[src/rtl/seeg_stream_batcher.sv]
// seeg_stream_batcher: packs multi-channel sEEG sample frames into 32-bit tagged
// AXI-Stream beats {frame_seq, ch_idx, sample}. Frames are grouped into batches
// closed by TLAST. A frame is dropped as a whole when the FIFO lacks room or the
// serialiser is still busy.
// Optional feature macro: SEEG_STREAM_LOOPBACK_EN (counter pattern replaces samples).
module seeg_stream_batcher #(
    parameter int NUM_CH     = 8,
    parameter int FIFO_DEPTH = 64
) (
    input  logic                 M_AXIS_ACLK,
    input  logic                 M_AXIS_ARESETN,
    input  logic                 record_start,
    input  logic                 record_stop,
    input  logic [15:0]          batch_size,
    input  logic                 loopback,
    input  logic                 frame_valid,
    input  logic [NUM_CH*16-1:0] frame_data,
    output logic [31:0]          M_AXIS_tdata,
    output logic                 M_AXIS_tvalid,
    input  logic                 M_AXIS_tready,
    output logic                 M_AXIS_tlast,
    output logic                 recording,
    output logic [31:0]          drop_count,
    output logic                 overflow
);

    localparam int AW  = (FIFO_DEPTH > 1) ? $clog2(FIFO_DEPTH) : 1;
    localparam int CW  = $clog2(FIFO_DEPTH + 1);
    localparam int CHW = (NUM_CH > 1) ? $clog2(NUM_CH) : 1;

    typedef enum logic [1:0] {IDLE, RUN, STOPPING} state_t;

    state_t               state, state_nxt;
    logic [7:0]           frame_seq;
    logic [15:0]          batch_cnt;
    logic [15:0]          bs_q;
    logic [15:0]          bs_last;
    logic                 batch_last;

    // serialiser stage registers
    logic                 busy_p1;
    logic [CHW-1:0]       ch_p1;
    logic [NUM_CH*16-1:0] shadow_p1;
    logic [7:0]           seq_p1;
    logic                 last_frm_p1;

    // FIFO
    logic [32:0]          mem [FIFO_DEPTH];
    logic [AW-1:0]        wr_ptr, rd_ptr;
    logic [CW-1:0]        count;
    logic [32:0]          head;

    logic                 last_beat, wr_en, wr_last, rd_en;
    logic                 ser_free, space_ok, active, stop_block, idle_now;
    logic                 accept, drop;
    logic [CW:0]          need;
    logic [15:0]          ch_data, sample;

    function automatic logic [AW-1:0] ptr_inc(input logic [AW-1:0] p);
        return (p == AW'(FIFO_DEPTH - 1)) ? '0 : p + 1'b1;
    endfunction

    assign bs_last    = (bs_q == 16'd0) ? 16'd0 : bs_q - 16'd1;
    assign batch_last = (batch_cnt == bs_last);

    assign last_beat  = busy_p1 && (ch_p1 == CHW'(NUM_CH - 1));
    assign wr_en      = busy_p1;
    assign wr_last    = last_beat && last_frm_p1;
    assign ser_free   = !busy_p1 || last_beat;
    // the beat still being written this cycle counts against free space
    assign need       = {1'b0, count} + (CW+1)'(last_beat) + (CW+1)'(NUM_CH);
    assign space_ok   = (need <= (CW+1)'(FIFO_DEPTH));
    assign active     = (state != IDLE);
    // frames arriving as STOPPING closes its batch, or as RUN stops cleanly, are ignored
    assign stop_block = (state == STOPPING) && wr_last && !record_start;
    assign idle_now   = (state == RUN) && record_stop && !record_start &&
                        (batch_cnt == 16'd0) && !busy_p1;
    assign accept     = frame_valid && active && !stop_block && !idle_now && ser_free && space_ok;
    assign drop       = frame_valid && active && !stop_block && !idle_now && !accept;

    assign ch_data    = shadow_p1[{ch_p1, 4'b0000} +: 16];

    assign head          = mem[rd_ptr];
    assign M_AXIS_tvalid = (count != '0);
    assign M_AXIS_tdata  = M_AXIS_tvalid ? head[31:0] : 32'd0;
    assign M_AXIS_tlast  = M_AXIS_tvalid && head[32];
    assign rd_en         = M_AXIS_tvalid && M_AXIS_tready;
    assign recording     = active;

`ifdef SEEG_STREAM_LOOPBACK_EN
    logic        lb_q;
    logic [15:0] lb_cnt;

    // loopback mode latch and per-beat counter pattern
    always_ff @(posedge M_AXIS_ACLK) begin
        if (!M_AXIS_ARESETN) begin
            lb_q   <= 1'b0;
            lb_cnt <= 16'd0;
        end else if (record_start) begin
            lb_q   <= loopback;
            lb_cnt <= 16'd0;
        end else if (wr_en && lb_q) begin
            lb_cnt <= lb_cnt + 16'd1;
        end
    end

    assign sample = lb_q ? lb_cnt : ch_data;
`else
    logic unused_loopback;
    assign unused_loopback = loopback;
    assign sample          = ch_data;
`endif

    // next-state logic: start wins over stop, stop waits for a batch boundary
    always_comb begin
        state_nxt = state;
        case (state)
            IDLE: begin
                if (record_start) state_nxt = RUN;
            end
            RUN: begin
                if (record_start)
                    state_nxt = RUN;
                else if (record_stop)
                    state_nxt = ((batch_cnt == 16'd0) && !busy_p1) ? IDLE : STOPPING;
            end
            STOPPING: begin
                if (record_start)
                    state_nxt = RUN;
                else if (wr_last)
                    state_nxt = IDLE;
            end
            default: state_nxt = IDLE;
        endcase
    end

    // control state: FSM, serialiser sequencing, FIFO pointers and counters
    always_ff @(posedge M_AXIS_ACLK) begin
        if (!M_AXIS_ARESETN) begin
            state      <= IDLE;
            busy_p1    <= 1'b0;
            ch_p1      <= '0;
            wr_ptr     <= '0;
            rd_ptr     <= '0;
            count      <= '0;
            frame_seq  <= 8'd0;
            batch_cnt  <= 16'd0;
            bs_q       <= 16'd0;
            drop_count <= 32'd0;
            overflow   <= 1'b0;
        end else begin
            state <= state_nxt;

            if (accept) begin
                busy_p1 <= 1'b1;
                ch_p1   <= '0;
            end else if (busy_p1) begin
                if (last_beat) busy_p1 <= 1'b0;
                else           ch_p1   <= ch_p1 + 1'b1;
            end

            if (wr_en) wr_ptr <= ptr_inc(wr_ptr);
            if (rd_en) rd_ptr <= ptr_inc(rd_ptr);
            count <= count + CW'(wr_en) - CW'(rd_en);

            if (record_start) begin
                frame_seq  <= 8'd0;
                batch_cnt  <= 16'd0;
                bs_q       <= batch_size;
                drop_count <= 32'd0;
                overflow   <= 1'b0;
            end else begin
                if (accept) begin
                    frame_seq <= frame_seq + 8'd1;
                    batch_cnt <= batch_last ? 16'd0 : batch_cnt + 16'd1;
                end
                if (drop) begin
                    overflow <= 1'b1;
                    if (drop_count != 32'hFFFF_FFFF) drop_count <= drop_count + 32'd1;
                end
            end
        end
    end

    // ---- p0 -> p1: capture frame and its tags into the shadow register ----
    always_ff @(posedge M_AXIS_ACLK) begin
        if (accept) begin
            shadow_p1   <= frame_data;
            seq_p1      <= frame_seq;
            last_frm_p1 <= batch_last;
        end
    end

    // ---- p1 -> FIFO: one tagged beat per cycle ----
    always_ff @(posedge M_AXIS_ACLK) begin
        if (wr_en) mem[wr_ptr] <= {wr_last, seq_p1, 8'(ch_p1), sample};
    end

endmodule

[config.mk]
export PLATFORM = sky130hd
export DESIGN_NAME = seeg_stream_batcher
export DESIGN_NICKNAME = d
export VERILOG_FILES = /design/src/rtl/seeg_stream_batcher.sv
export SDC_FILE = /design/constraint.sdc
export NUM_CORES = 2
export LEC_CHECK = 0
export ABC_CLOCK_PERIOD_IN_PS = 6450
export CAP_MARGIN = 20
export CORE_UTILIZATION = 30
export CTS_BUF_LIST = sky130_fd_sc_hd__clkbuf_8
export DETAILED_ROUTE_END_ITERATION = 7
export GPL_TIMING_DRIVEN = 0
export PLACE_DENSITY = 0.55
export RECOVER_POWER = 100
export SKIP_LAST_GASP = 1
export SLEW_MARGIN = 25
export SYNTH_ARGS = -nofsm -noshare
export SYNTH_HDL_FRONTEND = slang
export SYNTH_SLANG_ARGS = --single-unit
[constraint.sdc]
create_clock -name M_AXIS_ACLK -period 6.45 [get_ports M_AXIS_ACLK]
set_input_delay 1.6125 -clock M_AXIS_ACLK [delete_from_list [all_inputs] [get_ports M_AXIS_ACLK]]
set_output_delay 1.6125 -clock M_AXIS_ACLK [all_outputs]
set_load 0.02 [all_outputs]
Yosys cells after proc, flatten, opt, wreduce, memory -nomap -nowiden. Memories as Yosys holds them, arrays and structs flattened. A register that Yosys moved wholly into a read port is not among the register bits. Cells that the tools add are included.

Register bits after elaboration: 235. RAM bits: 1792. Input bits: 151. Word-level logic and storage cells: 92. Memories kept: 1.

Add/sub/neg operators: 11. Magnitude comparators: 1. Equality and inequality tests: 10. Shift-type cells: 1. Muxes and demuxes: 19. Bitwise gates (word level): 2. Reduce and logical (&&, ||, !) cells: 33.

Memories: mem (depth 64, width 28, read ports 1, clocked after Yosys merged registers in 1, wr ports 1, RTL line 48) `logic [32:0] mem [FIFO_DEPTH];`.

Operators with widths (number): $shiftx A128 B8 Y16 (1); $add A32 B1 Y32 const B (1); $logic_not A16 Y1 (2); $mux W16 (2); $mux W32 (1); $ne A32 B32 Y1 const B (1); $mux W6 (4); $logic_and A1 B1 Y1 (17); $add A16 B1 Y16 const B (1); $eq A16 B16 Y1 (1); $sub A16 B1 Y16 const B (1); $add A6 B1 Y6 const B (2); $eq A6 B6 Y1 const B (2); $mux W2 (6); $add A7 B1 Y8 (1); $add A8 B1 Y8 const B (1); $add A8 B4 Y8 const B (1); $le A8 B7 Y1 const B (1); $add A7 B1 Y7 (1); $reduce_bool A7 Y1 (1); $sub A7 B1 Y7 (1); $ne A3 B3 Y1 const B (2); $pmux W2 S3 (1); $logic_not A1 Y1 (5); 13 further kinds (20).

Longest topological paths before layout.
Depth after elaboration: 13. Mapped depth: 17. Mapped depth without buffers: 16.

Least setup slack after synthesis. OpenSTA, ideal clock, no wires.

Kind: register -> register. From: reg ch_p1[1]. To: reg batch_cnt[4]. Library setup time: 93 ps. Data arrival time: 5389 ps. Data required time: 6357 ps. Path slack: 968 ps. Stages on the path, launching flop included: 13. Path buffers: 1. Clock period less this slack: 5482 ps. Cell sequence: dfxtp_1 ha_1 ha_1 and2_1 ha_1 ha_1 or4_1 o21ai_2 nand2_1 inv_1 buf_2 a31oi_1 nor4_1.

Longest elaborated chain between the ends: 10. Elaborated cells on any way between the ends: 14.

Ends and longest elaborated chain: start: declaration (RTL line 42) `logic [CHW-1:0] ch_p1;`; start signal: assignment (RTL line 159) `else ch_p1 <= ch_p1 + 1'b1;`; $eq A3 B3 Y1 * (RTL line 66) `assign last_beat = busy_p1 && (ch_p1 == CHW'(NUM_CH - 1));`; $logic_and A1 B1 Y1 * (RTL line 66); branches (longest 7 deep; another with $add A7 B1 Y8); $logic_and A1 B1 Y1 * (RTL line 78) `assign accept = frame_valid && active && !stop_block && !idle_now && ser_free && space_ok;`; via accept (RTL line 55) `logic accept, drop;`; end signal: assignment (RTL line 175) `batch_cnt <= batch_last ? 16'd0 : batch_cnt + 16'd1;`; end: declaration (RTL line 35) `logic [15:0] batch_cnt;`.

Mark *: on every way through the listed nets, which the timed path passes. A chain may end at the register's enable or synchronous reset.

==> results.yml <==
outcome:
  outcome: "finished, violations left"
  violations_in_the_final_reports: "capacitance limit, slew limit"
sta:
  max-slew-margin-rel_pct: -118
  clock.fmax_mhz: 157
  worst_slew_pin_slew_ns: 3.26
  timing.final.hold_violations: 0
  setup_slack_ns: 0.0772
  period_minus_slack_ns: 6.37
  report.final.slew_viol_count: 1782
  layout_worst_path_cycle_share_pct: 98.8
  hold_slack_ns: 0.473
  clock-skew-final_ns: 0.0832
  finalSetupViolCount: 0
  fin_setup_tns_ns: 0
floorplanning:
  initial_utilization_pct: 30.2
  dieArea_um2: 266000
  fp.dieH_um: 516
  placeableCoreArea_um2: 262000
  die_w_um: 516
  rows: 188
  top_level_ports: 219
synthesis:
  netlist.area_leader.share_pct: 73.2
  syn-cell-area_um2: 79100
  post_synth_xor_area_fraction_pct: 0.538
  synth.mux.area_fraction_pct: 18.3
  main_combinational_cell_family_by_area_after_synthesis: "multiplexers"
  post_synth_main_area_contributors: "sky130_fd_sc_hd__edfxtp_1 73%, sky130_fd_sc_hd__mux4_2 18%, sky130_fd_sc_hd__dfxtp_1 2.6%"
  synth-simple-area-share_pct: 2.79
  distinct_cell_type_count_of_the_synthesized_netlist: 61
  yosysWarningCount: 0
  synth_edf_count: 1929
  synth_compound_area_share_pct: 0.960
  synth_fa_ha_area_share_pct: 0.421
  average_cell_area_after_synthesis_um2: 22.5
  main_synth_ff_type: "sky130_fd_sc_hd__edfxtp_1"
  yosysTopAreaCell: "sky130_fd_sc_hd__edfxtp_1"
  async_flop_share_pct: 0
  synth_seq_area_share_pct: 75.8
  yosys_register_bits: 2033
  syn_inst: 3523
place:
  post-place-ws_ns: 0.159
  count_of_input_and_output_buffers: 212
  placed_area_um2: 89000
  globalplace.congestion: 0.805
  place.detailed.hpwl_um: 146000
pwr:
  vdd_ir_drop_max_mv: 0.246
  power.share.sequential_pct: 47.4
  comb_power_share_pct: 18.8
  internal_power_uw: 23000
  power.static_leakage_uw: 0.0289
  power.net_switching_uw: 8710
  pwr-share-clk_pct: 33.8
  power-per-cell-area_nw_per_um2: 342
  switching_share_pct: 27.5
clock_network:
  cts-htree-levels: 5
  cts_setup_buffers: 0
  cts_num_sinks: 2033
  clk_lat_worst_skew_ns: 1.07
  cts_root_buf: "sky130_fd_sc_hd__clkbuf_8"
  clockBufferDepth: 4
  numCtsBuffers: 355
  tritoncts: "done"
  clk_slew_on_worst_s_h_paths_ns: 0.07
grt:
  grt_usage_pct: 16.2
  grt_start_max_net_pins: 99
  via_count_of_the_first_global_routing_pass: 40800
  grt_remaining_overflow: 0
  grt_pass1_wl_um: 305000
  antenna_found_initial: 38
worst_setup_path:
  timing.critical_path.to_type: "output port"
  worstPathCellList: "clkbuf_8, buf_16, buf_8, mux4_2, mux4_2, mux4_2, and2_0, clkdlybuf4s50_1"
  critical_path_class: "reg -> out"
  max_stage_delay_ns: 0.63
  critical_path_data_required_time_ns: 4.84
  cp.buffers_inverters: 4
  path_delay_family: "multiplexers"
  worst-path-max-fanout: 10
  critical_path.most_common_cell: "sky130_fd_sc_hd__mux4_2"
  cp.arrival_ns: 4.76
  critPathLaunchType: "flip-flop"
  crit_path_top_delay_cell: "sky130_fd_sc_hd__mux4_2"
detailed_routing:
  detail_route.wl_per_cell_um: 27.2
  detail_route.vias_per_cell: 4.95
  final_routed_drc_violation_total: 0
  first_pass_iters: 7
  route.final.wire_length_um: 217000
  via_count: 39600
  1st_iter_drt_viols: 3995
  drt.antenna.violating_nets: 0
run:
  maxCapViolCount: 65
finish:
  final_cell_mix: "1,929 x sky130_fd_sc_hd__edfxtp_1, 620 x sky130_fd_sc_hd__mux4_2, 384 x sky130_fd_sc_hd__clkbuf_8, 177 x sky130_fd_sc_hd__clkbuf_1, 166 x sky130_fd_sc_hd__dlygate4sd3_1"
  num-nets-final: 4394
  syn_to_final_growth_pct: 17.4
  final_layout_size_suffix_gt1_share_pct: 26.6
  post-route-cell-area_um2: 92900
  post_layout_utilization_of_the_core_pct: 35.4
  layout_commonest_cell: "sky130_fd_sc_hd__edfxtp_1"
worst_hold_path:
  worstHoldPathType: "reg -> reg"
[power groups by stage]
stage	combinational, uW	sequential, uW	clock, uW
2_1_floorplan	3500	15300	0
3_3_place_gp	5830	15400	0
3_5_place_dp	6140	15200	0
4_1_cts	6230	15000	11000
5_1_grt	6300	15000	11500
6_report	5970	15000	10700
[Yosys cell counts (all sizes together) (11+ instances only)]
master / n
edfxtp: 1929
mux4: 620
clkbuf: 113
dfxtp: 104
nor2: 100
buf: 79
nand2: 47
and2: 42
a21oi: 41
o21ai: 33
nand3: 30
nor3: 30
nand4: 29
nor2b: 29
inv: 28
mux2i: 28
or3: 26
ha: 25
xor2: 25
xnor2: 21
mux2: 18
nor4: 17
and3: 15
or4: 11
[registers in the layout, indices dropped and copies added (netlist names), 7 cells and up, named ones only]
signal	cells
mem	1792
shadow_p1	128
drop_count	32
batch_cnt	16
bs_q	16
frame_seq	8
seq_p1	8
count	7
[metrics by stage]
step	instances	total power, uW
after global placement	7254	21200
final	8006	31700
after global routing	8001	32800
after detailed placement	7377	21400
after floorplan	3527	18800
after CTS	7979	32200
[tightest hold or removal path: stages (launching register included)]
cell                      delay, ns
sky130_fd_sc_hd__dfxtp_1       0.32
sky130_fd_sc_hd__inv_1         0.05
sky130_fd_sc_hd__a21oi_1       0.05
[timing repair]
action | CTS | global route
hold buffers | 0 | 0
gates resized for setup | 147 | 1
endpoints found under the setup margin | 28 | 1
gates cloned | 0 | 0
[area by class of cell]
class | instances | area, um^2
clock buffer | 377 | 5190
antenna | 27 | 67.6
clock inverter | 227 | 1080
buffer | 190 | 1150
multi-input combinational | 1274 | 18200
inverter | 28 | 105
tap | 3515 | 4400
timing repair buffer | 335 | 2720
fill | 24400 | 169000
sequential | 2033 | 60000
[worst paths after layout]
path              from                to  slack (ns)  cells past startpoint
max reg2reg   ch_p1[1]    shadow_p1[111]        0.43                     13
min           overflow          overflow        0.47                      2
max          flip-flop  M_AXIS_tdata[26]        0.08                      8
min reg2reg   overflow          overflow        0.47                      2
[logic make-up after synthesis]
| family | Yosys count |
|---|---|
| compound gates | 123 |
| xor+xnor | 47 |
| fa+ha+maj | 26 |
| buf+inv | 220 |
| flops | 2033 |
| mux | 666 |
| other cells | 1 |
| simple gates | 407 |
[per-layer routing]
layer	share of wire, %	track usage, %	vias to the layer above
met5	0.080	0	-
met4	3.2	5.61	28
met3	7.7	3.72	360
met2	48	26.2	1560
met1	41	21.4	21300
li1	-	-	16400
(Power assumes the default switching activity.)
